### src/rtl/spi_tx_framer_if.sv
// Bundles the framer's SPI-target, CPU-source and frame-status signals.
// No latency or flow control of its own; the slave modport is the framer side.
// The master side drives selection, sources and hold pulses, and observes the framer outputs.
interface spi_tx_framer_if;
    logic        i_ss_n;
    logic        i_tx_hold;
    logic [1:0]  i_src_sel;
    logic [31:0] i_pc;
    logic [31:0] i_dmem_rdata;
    logic [31:0] i_status;
    logic [7:0]  o_tx_data;
    logic        o_frame_active;
    logic        o_frame_done;
    logic [7:0]  o_frame_count;

    modport master (
        output i_ss_n, i_tx_hold, i_src_sel, i_pc, i_dmem_rdata, i_status,
        input  o_tx_data, o_frame_active, o_frame_done, o_frame_count
    );

    modport slave (
        input  i_ss_n, i_tx_hold, i_src_sel, i_pc, i_dmem_rdata, i_status,
        output o_tx_data, o_frame_active, o_frame_done, o_frame_count
    );
endinterface

### src/rtl/spi_tx_framer.sv
// Frames a snapshotted 32-bit word as header, 4 bytes big-endian, XOR checksum, then idle fill.
// Latency: header 3 clk after ss_n falls; each following byte 1 clk after the tx_hold pulse.
// Backpressure: none; the SPI target paces the frame through tx_hold, and ss_n rise aborts it.
module spi_tx_framer #(
    parameter logic [7:0]  HEADER    = 8'hA5,
    parameter logic [7:0]  IDLE_BYTE = 8'hFF,
    parameter logic [31:0] ID_WORD   = 32'h5348_5256
) (
    input  logic            clk,
    input  logic            rst_n,
    spi_tx_framer_if.slave  bus
);
    typedef enum logic [2:0] {IDLE, HDR, B3, B2, B1, B0, CSUM, TAIL} state_t;

    state_t      state;
    logic [31:0] snapshot;
    logic        s1, s2, s3;
    logic [7:0]  tx_data;
    logic        frame_active;
    logic        frame_done;
    logic [7:0]  frame_count;
    logic [31:0] sel_word;
    logic [7:0]  csum;
    logic        fall, rise;

    // s1 is the metastability stage; edges are detected between s2 and s3 only.
    assign fall = s3 & ~s2;
    assign rise = ~s3 & s2;
    assign csum = snapshot[31:24] ^ snapshot[23:16] ^ snapshot[15:8] ^ snapshot[7:0];

    always_comb begin
        sel_word = ID_WORD;
        case (bus.i_src_sel)
            2'd0:    sel_word = bus.i_pc;
            2'd1:    sel_word = bus.i_dmem_rdata;
            2'd2:    sel_word = bus.i_status;
            default: sel_word = ID_WORD;
        endcase
    end

    always_ff @(posedge clk or negedge rst_n) begin
        if (!rst_n) begin
            state        <= IDLE;
            snapshot     <= 32'h0;
            s1           <= 1'b1;
            s2           <= 1'b1;
            s3           <= 1'b1;
            tx_data      <= IDLE_BYTE;
            frame_active <= 1'b0;
            frame_done   <= 1'b0;
            frame_count  <= 8'h0;
        end else begin
            s1         <= bus.i_ss_n;
            s2         <= s1;
            s3         <= s2;
            frame_done <= 1'b0;
            if (fall) begin
                // Frame boundaries outrank any hold arriving in the same cycle.
                snapshot     <= sel_word;
                state        <= HDR;
                tx_data      <= HEADER;
                frame_active <= 1'b1;
            end else if (rise) begin
                state        <= IDLE;
                tx_data      <= IDLE_BYTE;
                frame_active <= 1'b0;
            end else if (bus.i_tx_hold) begin
                case (state)
                    HDR: begin state <= B3; tx_data <= snapshot[31:24]; end
                    B3:  begin state <= B2; tx_data <= snapshot[23:16]; end
                    B2:  begin state <= B1; tx_data <= snapshot[15:8];  end
                    B1:  begin state <= B0; tx_data <= snapshot[7:0];   end
                    B0:  begin state <= CSUM; tx_data <= csum;          end
                    CSUM: begin
                        state       <= TAIL;
                        tx_data     <= IDLE_BYTE;
                        frame_done  <= 1'b1;
                        frame_count <= frame_count + 8'd1;
                    end
                    default: ;
                endcase
            end
        end
    end

    assign bus.o_tx_data      = tx_data;
    assign bus.o_frame_active = frame_active;
    assign bus.o_frame_done   = frame_done;
    assign bus.o_frame_count  = frame_count;
endmodule
### src/flat_wrapper.sv
// flat-port wrapper written by rule: the top's interface ports become plain ports
module spi_tx_framer_flat 
#(
    parameter logic [7:0]  HEADER    = 8'hA5,
    parameter logic [7:0]  IDLE_BYTE = 8'hFF,
    parameter logic [31:0] ID_WORD   = 32'h5348_5256
)
  (clk, rst_n, bus_i_ss_n, bus_i_tx_hold, bus_i_src_sel, bus_i_pc, bus_i_dmem_rdata, bus_i_status, bus_o_tx_data, bus_o_frame_active, bus_o_frame_done, bus_o_frame_count);
  spi_tx_framer_if bus_i ();
  input  logic clk;
  input  logic rst_n;
  input wire logic [$bits(bus_i.i_ss_n)-1:0] bus_i_ss_n;
  input wire logic [$bits(bus_i.i_tx_hold)-1:0] bus_i_tx_hold;
  input wire logic [$bits(bus_i.i_src_sel)-1:0] bus_i_src_sel;
  input wire logic [$bits(bus_i.i_pc)-1:0] bus_i_pc;
  input wire logic [$bits(bus_i.i_dmem_rdata)-1:0] bus_i_dmem_rdata;
  input wire logic [$bits(bus_i.i_status)-1:0] bus_i_status;
  output wire logic [$bits(bus_i.o_tx_data)-1:0] bus_o_tx_data;
  output wire logic [$bits(bus_i.o_frame_active)-1:0] bus_o_frame_active;
  output wire logic [$bits(bus_i.o_frame_done)-1:0] bus_o_frame_done;
  output wire logic [$bits(bus_i.o_frame_count)-1:0] bus_o_frame_count;
  assign bus_i.i_ss_n = bus_i_ss_n;
  assign bus_i.i_tx_hold = bus_i_tx_hold;
  assign bus_i.i_src_sel = bus_i_src_sel;
  assign bus_i.i_pc = bus_i_pc;
  assign bus_i.i_dmem_rdata = bus_i_dmem_rdata;
  assign bus_i.i_status = bus_i_status;
  assign bus_o_tx_data = bus_i.o_tx_data;
  assign bus_o_frame_active = bus_i.o_frame_active;
  assign bus_o_frame_done = bus_i.o_frame_done;
  assign bus_o_frame_count = bus_i.o_frame_count;
  spi_tx_framer #(.HEADER(HEADER), .IDLE_BYTE(IDLE_BYTE), .ID_WORD(ID_WORD)) u_core (.clk(clk), .rst_n(rst_n), .bus(bus_i));
endmodule
### config.mk
export PLATFORM = sky130hd
export DESIGN_NAME = spi_tx_framer_flat
export DESIGN_NICKNAME = d
export VERILOG_FILES = /design/src/rtl/spi_tx_framer_if.sv /design/src/rtl/spi_tx_framer.sv /design/src/flat_wrapper.sv
export SDC_FILE = /design/constraint.sdc
export NUM_CORES = 1
export LEC_CHECK = 0
export ABC_AREA = 1
export BUFFER_PORTS_ARGS = -buffer_cell sky130_fd_sc_hd__buf_2
export CORE_UTILIZATION = 46
export CTS_CLUSTER_DIAMETER = 80
export DETAILED_ROUTE_END_ITERATION = 10
export PLACE_DENSITY = 0.81
export SLEW_MARGIN = 25
export SYNTH_ARGS = -nofsm -noshare
export SYNTH_HDL_FRONTEND = slang
export SYNTH_SLANG_ARGS = --single-unit
export TNS_END_PERCENT = 100
### constraint.sdc
create_clock -name clk -period 1.9 [get_ports clk]
set_clock_uncertainty 0.15 [all_clocks]
set_input_delay 0.19 -clock clk [delete_from_list [all_inputs] [get_ports clk]]
set_output_delay 0.19 -clock clk [all_outputs]
set_load 0.05 [all_outputs]
==> impl_results.md, run 1 <==
- Sequential fraction of the synthesis area: 0.389
- End point of the worst hold path: u_core.snapshot[4]$_DFFE_PN0P_
- Total number of H-tree levels: 2
- X dimension of the die: 91.0 um
- Sort of element at the end of the critical path: register
- Overall global routing resource usage: 0.244
- Sum Neg Setup Slack: 0 ns
- YS warnings: 0
- Synthesized flop and latch total: 56
- Max transition margin: 0.599
- Library cell used as clock root buffer: sky130_fd_sc_hd__clkbuf_8
- Global-route wire length before repair: 16700 um
- Die footprint: approximately 8300 um2
- Unrepaired setup endpoints after global routing: false
- First-pass iteration count of the detailed router: 5
- Final count of pins violating max slew: 0
- Area delta synth->final: 24.4%
- Count of mapped cells out of synthesis: 559
- Count of cells along the worst hold path: 3
- Detailed-route DRC error count: 0
- Vertical die dimension: 91.0 um
- Mean number of vias per cell: just over 5
- Maximum fanout count along the critical path: 5
- Type of origin of the critical path: register
- Violated checks: hold timing
- Count of unique library cells instantiated by Yosys: 24
- Launch instance of the worst register-to-register path: u_core.s3$_DFF_PN1_
- Average cell area after synthesis: between 6 and 7 um2
- Initial antenna violation count: 0
- Total via count in the routed design: a little under 4000
- Area inside the core boundary: 7690 um2
- Endpoint arrival time on the critical path: roughly 1.9 ns
- Summed instance area of the synthesized netlist: 3640 um2
- Capture point of the worst reg-to-reg path: u_core.bus.o_frame_count[4]$_DFFE_PN0P_
- Starting utilization of the core area: 0.473
- Setup violations, final: 0
- Clock net sink count: 56
- Final cycle utilization of the critical path: 0.944
- Critical Setup Path Class: register to register
- Fill cell count: 757
- Tightest Pin Transition: 0.601 ns
- Max-cap violation count: 0
- Endpoints failing hold: 1
- Final routed wire length divided by cell count: 12.2 um
- Dpl hpwl: 7470 um
- Number of DRC violations after detailed-routing iteration 0: roughly 250
- Worst-skew pair later-pin latency: 0.31 ns
- Worst hold slack: -0.0000737 ns
- Total Nets Final: 787
- Syn_nets: 664
- Power consumption: 0.00447 W
- Clock buffer count from CTS: 5
- Result of the run: finished with violations
- Fraction of final layout cells with drive strength greater than 1: 0.242
- Input/output buffers: ~120
- Peak VDD IR: 0.388 mV
- Gpl congestion: 0.817
- Pwr dens: 988 nW/um2
- Global-route congestion overflow total: 0
- HP Start: bus_i_dmem_rdata[4]
- Kind of path behind the tightest hold check: input pin to register
- Min Tclk post-route: 1.79 ns
- Upper clock frequency limit: 557 MHz
- Antenna diode count: 0
- Worst-case reg-to-reg path depth: 6
- Rows: 32
- Largest net degree at the start of global routing: 54
- Setup slack of the worst register-to-register path: 0.11 ns
- Clock transition time at the flip-flop clock pins of the worst setup and hold paths: 0.10 ns
- Clock tree from TritonCTS: yes
- Vias in the first global route: just under 4000
- Maximum count of clock buffers along a single path: 2
- Antenna-violating nets left: 0
- Leakage dissipation: 2.44 nW
- Wirelength, routed: 9550 um
- Number of placed I/O pins: 120
- Required arrival time at the worst endpoint: 1.95 ns
-- cell usage in the layout, fill, tap and decap left out, drive strengths merged --
cell / synthesis / final
or2: 1 / 1
dfstp: 11 / 11
clkbuf: 5 / 6
buf: 16 / 131
inv: 56 / 56
xnor2: 3 / 3
nand2: 257 / 257
o21ai: 31 / 31
a41oi: 13 / 13
dfrtp: 45 / 45
nand4: 6 / 6
nor2: 57 / 57
dlygate4sd3: 0 / 6
a21oi: 10 / 10
xor2: 4 / 4
ha: 3 / 3
clkinv: 0 / 2
nand3: 41 / 41
-- report_power, final --
part,internal (W),switching (W)
Combinational,0.000636,0.00140
Sequential,0.00150,0.000262
Clock,0.000292,0.000380
Total,0.00243,0.00204
-- cells by family (layout without fill, tap and decap cells) --
logic type,Yosys count,count (layout),share of synthesized area
XOR/XNOR,7,7,0.0168
adder cells (fa/ha/maj),3,3,0.0103
AND/OR/NAND/NOR,362,362,0.407
buffers and inverters,77,201,0.0894
flip-flops,56,56,0.389
AO/OA/AOI/OAI,54,54,0.0877
-- Yosys cell counts --
master	number	area, um2
sky130_fd_sc_hd__a41oi_1	13	114
sky130_fd_sc_hd__xnor2_1	3	26.3
sky130_fd_sc_hd__nand4_1	6	37.5
sky130_fd_sc_hd__nor2_1	52	195
sky130_fd_sc_hd__inv_2	2	7.51
sky130_fd_sc_hd__dfrtp_1	45	1130
sky130_fd_sc_hd__a21oi_1	10	50.1
sky130_fd_sc_hd__nand3_2	2	20.0
sky130_fd_sc_hd__clkbuf_1	5	18.8
sky130_fd_sc_hd__nor2_4	3	33.8
sky130_fd_sc_hd__o21ai_0	31	155
sky130_fd_sc_hd__or2_1	1	6.26
sky130_fd_sc_hd__xor2_1	4	35.0
sky130_fd_sc_hd__dfstp_2	11	289
sky130_fd_sc_hd__nor2_2	2	12.5
sky130_fd_sc_hd__nand2_1	256	961
sky130_fd_sc_hd__nand2_8	1	20.0
sky130_fd_sc_hd__ha_1	3	37.5
sky130_fd_sc_hd__buf_6	2	22.5
sky130_fd_sc_hd__buf_1	1	3.75
sky130_fd_sc_hd__inv_1	54	203
sky130_fd_sc_hd__buf_2	11	55.1
sky130_fd_sc_hd__buf_4	2	15.0
sky130_fd_sc_hd__nand3_1	39	195
-- stage by stage --
step           setup WS (ns)  cell area, um2  std cells  utilization
2_1_floorplan         0.0151            3640        559            -
3_3_place_gp          0.0999            4360        771        0.567
3_5_place_dp          0.0451            4360        771        0.567
4_1_cts               0.0361            4510        785        0.587
5_1_grt              0.00161            4530        785        0.589
6_report               0.106            4530        785        0.589
-- flip-flops by register name (all words and copies together), names as in the netlist --
signal / count
u_core.state: 3
u_core.s3: 1
u_core.s1: 1
u_core.bus.o_frame_active: 1
u_core.bus.o_frame_count: 8
u_core.bus.o_frame_done: 1
u_core.snapshot: 32
u_core.s2: 1
u_core.bus.o_tx_data: 8
-- worst max-delay path: stages (launching register included) --
cell and delay, ns:
sky130_fd_sc_hd__dfstp_2 0.54, sky130_fd_sc_hd__inv_1 0.04, sky130_fd_sc_hd__ha_1 0.39, sky130_fd_sc_hd__nand4_1 0.15, sky130_fd_sc_hd__nor2_1 0.18, sky130_fd_sc_hd__nand2_1 0.08
sky130_fd_sc_hd__xor2_1 0.15
-- worst max-delay path by stage --
stage                             start                                 endpoint  slack (ns)  cells after the start
floorplan           u_core.s2$_DFF_PN1_              u_core.state[1]$_DFFE_PN0P_        0.02                     11
global placement    u_core.s3$_DFF_PN1_              u_core.state[1]$_DFFE_PN0P_         0.1                      9
detailed placement  u_core.s3$_DFF_PN1_      u_core.bus.o_tx_data[4]$_DFFE_PN1P_        0.05                      9
CTS                 u_core.s3$_DFF_PN1_              u_core.state[1]$_DFFE_PN0P_        0.04                      9
global route        u_core.s3$_DFF_PN1_      u_core.bus.o_tx_data[4]$_DFFE_PN1P_       0.002                      9
finish              u_core.s3$_DFF_PN1_  u_core.bus.o_frame_count[4]$_DFFE_PN0P_        0.11                      6
-- metal layers --
layer / vias up / GRT usage / routed length [um]
li1: 1994 / - / -
met1: 1810 / 0.307 / 4170
met2: 157 / 0.435 / 4660
met3: 14 / 0.0394 / 599
met4: 0 / 0.0635 / 125
met5: - / 0 / 0
-- layout make-up --
type / instances / area, um2 / area share
inverter: 56 / 210 / 0.0464
sequential: 56 / 1420 / 0.313
clock inverter: 2 / 10.0 / 0.00221
clock buffer: 6 / 82.6 / 0.0182
timing repair buffer: 137 / 758 / 0.167
multi-input combinational: 426 / 1920 / 0.425
tap: 102 / 128 / 0.0282
-- what timing repair did --
item / in CTS / in global routing
setup buffers: 0 / 0
gates resized for setup: 0 / 3
hold endpoints to repair: 20 / 0
hold buffers: 6 / 0
setup endpoints to repair: 0 / 7
(Power assumes the default switching activity.)
==> run 2, diff against run 1 <==
--- a/config.mk
+++ b/config.mk
@@ -7,7 +7,10 @@
 export LEC_CHECK = 0
 export ABC_AREA = 1
 export BUFFER_PORTS_ARGS = -buffer_cell sky130_fd_sc_hd__buf_2
-export CORE_UTILIZATION = 46
+export CELL_PAD_IN_SITES_DETAIL_PLACEMENT = 2
+export CELL_PAD_IN_SITES_GLOBAL_PLACEMENT = 2
+export CORE_ASPECT_RATIO = 2
+export CORE_UTILIZATION = 24
 export CTS_CLUSTER_DIAMETER = 80
 export DETAILED_ROUTE_END_ITERATION = 10
 export PLACE_DENSITY = 0.81
==> impl_results.md, run 2 (synthesis results as in run 1) <==
- Max-cap violation count: 0 (unchanged)
- Max FFs per register: 32 (unchanged)
- Internal: 0.00268 W (+10%)
- Rows: 63 (+97%)
- Cell chain of the critical path: inv_1, ha_2, nor2_4, inv_2, or2_4, a21oi_1, nor2_1
- Total Nets Final: 788 (+0.13%)
- Required arrival time at the worst endpoint: 1.96 ns (about the same)
- Vias in the first global route: 4675 (+21%)
- Maximum fanout count along the critical path: 5 (unchanged)
- Combinational Power Share: 0.444 (-0.011)
- Overall global routing resource usage: 0.182 (-0.0618)
- Starting utilization of the core area: 0.246 (-0.228)
- X dimension of the die: 89.1 um (-2.1%)
- Die footprint: 15700 um2 (+90%)
- Number of placed I/O pins: 120 (unchanged)
- Placed Instance Area: 4510 um2 (+3.5%)
- Tightest Pin Transition: 0.388 ns (-0.213 ns)
- Design Area, Final: 4700 um2 (+3.9%)
- Pwr dens: 1040 nW/um2 (+5.0%)
- Capture point of the worst reg-to-reg path: u_core.bus.o_tx_data[5]$_DFFE_PN1P_
- Number of DRC violations after detailed-routing iteration 0: 80 (-67%)
- Worst-skew pair later-pin latency: 0.30 ns (about the same)
- Crit-path slowest cell: sky130_fd_sc_hd__dfstp_2
- Result of the run: completed
- Area delta synth->final: 29.3%
- Setup slack of the worst register-to-register path: 0.08 ns (-0.03 ns)
- First-pass iteration count of the detailed router: 4 (-1)
- Kind of path behind the tightest hold check: input pin to register
- Clock buffer count from CTS: 5 (unchanged)
- Library cell used as clock root buffer: sky130_fd_sc_hd__clkbuf_16
- Final count of pins violating max slew: 0 (unchanged)
- Fraction of final layout cells with drive strength greater than 1: 0.249 (+0.00696)
- Clock net sink count: 56 (unchanged)
- Global-route congestion overflow total: 0 (unchanged)
- Min Tclk post-route: 1.82 ns (+0.0294 ns)
- Gpl congestion: 0.783 (-4.1%)
- Net Sw Power: 0.00219 W (+7.6%)
- Placed cell count: 869 (+13%)
- Antenna-violating nets left: 0 (unchanged)
- Area inside the core boundary: 14800 um2 (+93%)
- Register area: 1420 um2 (unchanged)
- Switching part of the total power: 0.450 (-0.00623)
- Setup violations, final: 0 (unchanged)
- Buffers plus inverters on the worst setup path: 2 (+1)
- Upper clock frequency limit: 548 MHz (-1.6%)
- Part of the total power dissipated in the clock network: 0.194 (+0.044)
- Endpoint of the worst setup timing path: u_core.bus.o_tx_data[5]$_DFFE_PN1P_
- Buffer count from post-CTS setup fixing: 0 (unchanged)
- Largest net degree at the start of global routing: 57 (+5.6%)
- Detailed-route DRC error count: 0 (unchanged)
- Antenna diode count: 0 (unchanged)
- Endpoint arrival time on the critical path: 1.89 ns (+0.04 ns)
- Post-Layout Cell Count: 879 (+12%)
- Total via count in the routed design: 4108 (+3.3%)
- Final routed wire length divided by cell count: 15.4 um (+26%)
- Total number of H-tree levels: 2 (unchanged)
- Peak VDD IR: 0.345 mV (-11%)
- Leading cell type in the layout, fill and taps excluded: sky130_fd_sc_hd__nand2_1
- Delay-heaviest family, CP: flip-flops
- Multi-input combinational cell area: 1930 um2 (+0.26%)
- CP Depth: 7 (+1)
- Worst-case reg-to-reg path depth: 7 (+1)
- Fraction of the core area covered by cells at the end of the flow: 0.317 (-0.272)
- Clock transition time at the flip-flop clock pins of the worst setup and hold paths: 0.07 ns (-0.03 ns)
- Input/output buffers: 119 (unchanged)
- Reg power frac: 0.362 (-0.033)
- Mean number of vias per cell: 4.67 (-7.7%)
- Commonest cells after routing, fill and taps aside: 256 x sky130_fd_sc_hd__nand2_1, 119 x sky130_fd_sc_hd__buf_2, 54 x sky130_fd_sc_hd__inv_1
- Global-route wire length before repair: 22100 um (+32%)
- Timing startpoint of the critical path: u_core.s2$_DFF_PN1_
- Max stage delay on crit path: 0.55 ns (about the same)
- Clock tree from TritonCTS: yes
- Wirelength, routed: 13500 um (+41%)
- Unrepaired setup endpoints after global routing: true
- Endpoints failing hold: 0 (-1)
- Vertical die dimension: 176 um (+94%)
- Dpl hpwl: 11400 um (+52%)
- Critical Setup Path Class: register to register
- Final cycle utilization of the critical path: 0.960 (+0.0155)
- Fill cell count: 1905 (+150%)
- Initial antenna violation count: 0 (unchanged)
- Register with the most flip-flops: u_core.snapshot
- Count of cells along the worst hold path: 3 (unchanged)
- Launch instance of the worst register-to-register path: u_core.s2$_DFF_PN1_
- Sort of element at the end of the critical path: register
- Max transition margin: 0.741 (+0.141)
- Leakage dissipation: 2.47 nW (+1.2%)
- Maximum count of clock buffers along a single path: 2 (unchanged)
- Type of origin of the critical path: register
==> run 2: changes by cell type in the layout (fill, tap and decap cells not counted), moves of 2 or more <==
cell	change
sky130_fd_sc_hd__buf_4	+4
sky130_fd_sc_hd__clkbuf_1	+2
sky130_fd_sc_hd__clkbuf_16	+5
sky130_fd_sc_hd__clkbuf_8	-5
sky130_fd_sc_hd__clkinv_2	-2
sky130_fd_sc_hd__dlygate4sd3_1	-4
==> run 2: metrics by stage <==
| step | hold WS, ns | total power [W] | setup TNS, ns | setup WS, ns |
|---|---|---|---|---|
| floorplan | -0.256 | 0.00322 | 0 | 0.0151 |
| global placement | 0.0696 | 0.00382 | 0 | 0.0593 |
| detailed placement | 0.0729 | 0.00396 | -0.0313 | -0.0216 |
| CTS | 0.0173 | 0.00495 | 0 | 0.0101 |
| global route | 0.0225 | 0.00523 | -0.0173 | -0.0173 |
| finish | 0.0136 | 0.00488 | 0 | 0.0765 |
==> run 2: power groups by stage <==
stage / Clock [W] / Combinational [W] / Sequential [W]
after detailed placement: 0 / 0.00217 / 0.00179
after global placement: 0 / 0.00205 / 0.00177
after floorplan: 0 / 0.00110 / 0.00212
after global routing: 0.00101 / 0.00241 / 0.00181
after CTS: 0.000976 / 0.00220 / 0.00177
final: 0.000945 / 0.00217 / 0.00177
==> run 2: per-layer routing <==
metal	track usage	share of wire	up-vias
li1	-	-	1994
met1	0.174	0.34	1999
met2	0.378	0.61	95
met3	0.0192	0.028	20
met4	0.0615	0.021	0
met5	0	0	-
==> run 2: how the worst min path moves through the flow <==
stage                               startpoint                                 endpoint  slack (ns)
after floorplan                          rst_n    u_core.bus.o_frame_active$_DFFE_PN0P_       -0.26
after detailed placement                 rst_n          u_core.snapshot[26]$_DFFE_PN0P_        0.07
after CTS                  bus_i_dmem_rdata[1]           u_core.snapshot[1]$_DFFE_PN0P_        0.02
final                      bus_i_dmem_rdata[1]           u_core.snapshot[1]$_DFFE_PN0P_        0.01
after global placement                   rst_n  u_core.bus.o_frame_count[7]$_DFFE_PN0P_        0.07
after global routing      bus_i_dmem_rdata[25]          u_core.snapshot[25]$_DFFE_PN0P_        0.02
==> run 2: area by class of cell <==
type,instances,area share
Multi-Input combinational cell,426,0.410
Timing Repair Buffer,138,0.161
Sequential cell,56,0.301
Tap cell,195,0.0519
Inverter,56,0.0447
Clock buffer,8,0.0311
==> run 2: worst reg2reg max path, stage by stage, from the launching register on <==
cell                      delay, ns
sky130_fd_sc_hd__dfstp_2       0.55
sky130_fd_sc_hd__inv_1         0.05
sky130_fd_sc_hd__ha_2          0.20
sky130_fd_sc_hd__nor2_4        0.13
sky130_fd_sc_hd__inv_2         0.06
sky130_fd_sc_hd__or2_4         0.27
sky130_fd_sc_hd__a21oi_1       0.24
sky130_fd_sc_hd__nor2_1        0.09
==> run 2: timing repair <==
| item | 4_1_cts | 5_1_grt |
|---|---|---|
| setup endpoints to repair | 7 | 17 |
| resized for setup | 1 | 5 |
| pin swaps | 0 | 1 |
| gates cloned | 0 | 0 |
| hold buffers | 2 | 0 |
| hold endpoints to repair | 46 | 0 |
==> run 3, diff against run 2 <==
--- a/config.mk
+++ b/config.mk
@@ -5,12 +5,11 @@
 export SDC_FILE = /design/constraint.sdc
 export NUM_CORES = 1
 export LEC_CHECK = 0
-export ABC_AREA = 1
 export BUFFER_PORTS_ARGS = -buffer_cell sky130_fd_sc_hd__buf_2
 export CELL_PAD_IN_SITES_DETAIL_PLACEMENT = 2
 export CELL_PAD_IN_SITES_GLOBAL_PLACEMENT = 2
 export CORE_ASPECT_RATIO = 2
-export CORE_UTILIZATION = 24
+export CORE_UTILIZATION = 27
 export CTS_CLUSTER_DIAMETER = 80
 export DETAILED_ROUTE_END_ITERATION = 10
 export PLACE_DENSITY = 0.81
==> impl_results.md, run 3 <==
- Result of the run: completed
- Detailed-route DRC error count: 0 (unchanged)
- Synthesized flop and latch total: 56 (unchanged)
- Average cell area after synthesis: 9.35 um2 (+44%)
- Clock buffer count from CTS: 5 (unchanged)
- Worst-case reg-to-reg path depth: 6 (-1)
- Max-cap violation count: 0 (unchanged)
- Count of cells along the worst hold path: 3 (unchanged)
- Wirelength, routed: 12000 um (-11%)
- Worst-skew pair later-pin latency: 0.30 ns (about the same)
- Placed Instance Area: 4390 um2 (-2.9%)
- Internal: 0.00278 W (+3.5%)
- Leading cell type in the layout, fill and taps excluded: sky130_fd_sc_hd__buf_2
- Area inside the core boundary: 12600 um2 (-15%)
- Mean number of vias per cell: 5.17 (+11%)
- YS warnings: 0 (unchanged)
- Cell with the most instances after synthesis: sky130_fd_sc_hd__a21oi_1
- Type of origin of the critical path: register
- Starting utilization of the core area: 0.278 (+0.0327)
- Simple-Gate Fraction of Synth Area: 0.138 (-0.269)
- Launch instance of the worst register-to-register path: u_core.s3$_DFF_PN1_
- Number of enable-type register cells in the synthesized netlist: 0 (unchanged)
- Max stage delay on crit path: 0.55 ns (about the same)
- Kind of path behind the tightest hold check: input pin to register
- Dpl hpwl: 9020 um (-21%)
- Total number of H-tree levels: 2 (unchanged)
- First-pass iteration count of the detailed router: 4 (unchanged)
- Commonest cells after routing, fill and taps aside: 119 x sky130_fd_sc_hd__buf_2, 49 x sky130_fd_sc_hd__a21oi_1, 43 x sky130_fd_sc_hd__nor2_1, 43 x sky130_fd_sc_hd__dfrtp_1, 25 x sky130_fd_sc_hd__buf_4
- Switching part of the total power: 0.401 (-0.0489)
- Leakage dissipation: 2.17 nW (-12%)
- Area delta synth->final: 35.0%
- Antenna-violating nets left: 0 (unchanged)
- Vertical die dimension: 163 um (-7.3%)
- Min Tclk post-route: 1.86 ns (+0.0414 ns)
- Register with the most flip-flops: u_core.snapshot
- Tightest Pin Transition: 0.550 ns (+0.162 ns)
- Clock transition time at the flip-flop clock pins of the worst setup and hold paths: 0.08 ns (about the same)
- Capture point of the worst reg-to-reg path: u_core.bus.o_frame_count[1]$_DFFE_PN0P_
- HP Start: bus_i_status[13]
- Pwr dens: 977 nW/um2 (-5.7%)
- Upper clock frequency limit: 536 MHz (-2.2%)
- Required arrival time at the worst endpoint: 1.94 ns (-0.02 ns)
- Gpl congestion: 0.794 (+1.4%)
- End point of the worst hold path: u_core.snapshot[13]$_DFFE_PN0P_
- Power consumption: 0.00464 W (-4.9%)
- Maximum fanout count along the critical path: 4 (-1)
- X dimension of the die: 82.7 um (-7.2%)
- Area share of the leading cell type in the synthesized netlist: 0.320 (+0.0110)
- Number of placed I/O pins: 120 (unchanged)
- Global-route wire length before repair: 18700 um (-15%)
- Total via count in the routed design: 3410 (-17%)
- Crit-path slowest cell: sky130_fd_sc_hd__dfstp_2
- Initial antenna violation count: 1 (+1)
- Fraction of final layout cells with drive strength greater than 1: 0.411 (+0.162)
- Part of the total power dissipated in the clock network: 0.205 (+0.011)
- Most used flip-flop cell after synthesis: sky130_fd_sc_hd__dfrtp_1
- Maximum count of clock buffers along a single path: 2 (unchanged)
- Placed cell count: 639 (-26%)
- Max FFs per register: 32 (unchanged)
- Post-Layout Cell Count: 660 (-25%)
- Critical Setup Path Class: register to register
- Vias in the first global route: 3709 (-21%)
- Top cell type by total area after synthesis: sky130_fd_sc_hd__dfrtp_1
- Final routed wire length divided by cell count: 18.2 um (+18%)
- Global-route congestion overflow total: 0 (unchanged)
- Final count of pins violating max slew: 0 (unchanged)
- Async S/R FF share, synth: 1.00 (unchanged)
- Syn_nets: 481 (-28%)
- Final cycle utilization of the critical path: 0.982 (+0.0218)
- XOR/XNOR share of the synthesized area: 0.0744 (+0.0576)
- Net Sw Power: 0.00186 W (-15%)
- Clock tree from TritonCTS: yes
- Unrepaired setup endpoints after global routing: true
- Rows: 58 (-7.9%)
- Largest net degree at the start of global routing: 66 (+16%)
- Design Area, Final: 4750 um2 (+0.88%)
- Setup violations, final: 0 (unchanged)
- Cell chain of the critical path: inv_2, ha_4, nand3_4, nor3b_4, buf_6, mux2_4
- Overall global routing resource usage: 0.181 (-0.00182)
- Main combinational cell family by area after synthesis: compound AO/OA/AOI/OAI gates
- Count of mapped cells out of synthesis: 376 (-33%)
- Die footprint: 13500 um2 (-14%)
- Total Nets Final: 613 (-22%)
- Cells taking the most area after synthesis: sky130_fd_sc_hd__dfrtp_1 32%, sky130_fd_sc_hd__dfstp_2 8.2%, sky130_fd_sc_hd__a21oi_1 7.0%
- Input/output buffers: 119 (unchanged)
- Library cell used as clock root buffer: sky130_fd_sc_hd__clkbuf_16
- Reg power frac: 0.369 (+0.007)
- Fraction of synthesized area in multiplexers: 0.110 (+0.110)
- Combinational Power Share: 0.427 (-0.017)
- Max transition margin: 0.633 (-0.107)
- Count of unique library cells instantiated by Yosys: 48 (+100%)
- Number of DRC violations after detailed-routing iteration 0: 116 (+45%)
- Post-synthesis compound-gate area fraction: 0.209 (+0.122)
- Setup slack of the worst register-to-register path: 0.04 ns (-0.04 ns)
- Sequential fraction of the synthesis area: 0.403 (+0.0138)
- Cell types with the highest counts after synthesis: 49 x sky130_fd_sc_hd__a21oi_1, 45 x sky130_fd_sc_hd__dfrtp_1, 43 x sky130_fd_sc_hd__nor2_1
- Endpoints failing hold: 0 (unchanged)
- Peak VDD IR: 0.481 mV (+39%)
- Adder-cell area share of the yosys netlist: 0.0107 (+0.000367)
- Endpoint arrival time on the critical path: 1.90 ns (about the same)
- Sort of element at the end of the critical path: register
- Clock net sink count: 56 (unchanged)
- Summed instance area of the synthesized netlist: 3510 um2 (-3.4%)
-- run 3: cells by family after synthesis --
family,after synthesis
XOR/XNOR,23
AO/OA/AOI/OAI,116
flip-flops,56
AND/OR/NAND/NOR,98
buffers and inverters,43
multiplexers,37
adder cells (fa/ha/maj),3
-- run 3: cell type report --
class,instances,area [um2]
clock buffer,6,129
timing repair buffer,152,911
inverter,16,60.1
clock inverter,2,16.3
antenna,1,2.50
multi-input combinational,277,2020
fill,1454,7880
sequential,56,1420
tap,150,188
-- run 3: critical path: cells and delay by family, from the launching register on --
family	cells	cell delay, ns
DFF	1	0.55
and+or+nand+nor	2	0.30
muxes	1	0.30
adders and majority gates	1	0.27
buffers and inverters	2	0.18
-- run 3: through the flow --
step                worst slack [ns]  TNS [ns]   util  hold WS, ns
finish                        0.0351         0  0.376       0.0295
global route                 -0.0376    -0.126  0.376       0.0455
CTS                         -0.00752  -0.00752  0.364       0.0279
detailed placement           -0.0840    -0.279  0.347       0.0658
global placement              -0.152    -0.153  0.347       0.0632
floorplan                     0.0113         0      -       -0.256
-- run 3: worst max-delay path by stage --
| stage | from | to | slack, ns | depth (start not counted) |
|---|---|---|---|---|
| 2_1_floorplan | u_core.s2$_DFF_PN1_ | u_core.bus.o_tx_data[5]$_DFFE_PN1P_ | 0.01 | 6 |
| 3_3_place_gp | u_core.s3$_DFF_PN1_ | u_core.bus.o_tx_data[3]$_DFFE_PN1P_ | -0.15 | 6 |
| 3_5_place_dp | u_core.snapshot[19]$_DFFE_PN0P_ | u_core.bus.o_tx_data[3]$_DFFE_PN1P_ | -0.08 | 5 |
| 4_1_cts | u_core.s3$_DFF_PN1_ | u_core.bus.o_tx_data[4]$_DFFE_PN1P_ | -0.008 | 6 |
| 5_1_grt | u_core.snapshot[19]$_DFFE_PN0P_ | u_core.bus.o_tx_data[3]$_DFFE_PN1P_ | -0.04 | 5 |
| 6_report | u_core.s3$_DFF_PN1_ | u_core.bus.o_frame_count[1]$_DFFE_PN0P_ | 0.04 | 6 |
-- run 3: metal layers --
metal	global-route usage	share of wire
met1	0.194	0.36
met2	0.342	0.58
met3	0.0229	0.028
met4	0.0643	0.031
met5	0	0
-- run 3: power by group through the flow --
stage / clock [W] / combinational [W] / sequential (W)
5_1_grt: 0.00101 / 0.00214 / 0.00175
4_1_cts: 0.000980 / 0.00188 / 0.00171
3_5_place_dp: 0 / 0.00184 / 0.00173
3_3_place_gp: 0 / 0.00176 / 0.00172
2_1_floorplan: 0 / 0.000950 / 0.00199
6_report: 0.000949 / 0.00198 / 0.00171
-- run 3: repair_timing --
action                                  in CTS  in global routing
setup buffers                                4                  5
endpoints found under the setup margin      14                 16
gates cloned                                 0                  1
pin swaps                                    2                 10
hold endpoints to repair                    46                  0
hold buffers                                 2                  0
gates resized for setup                      4                 21
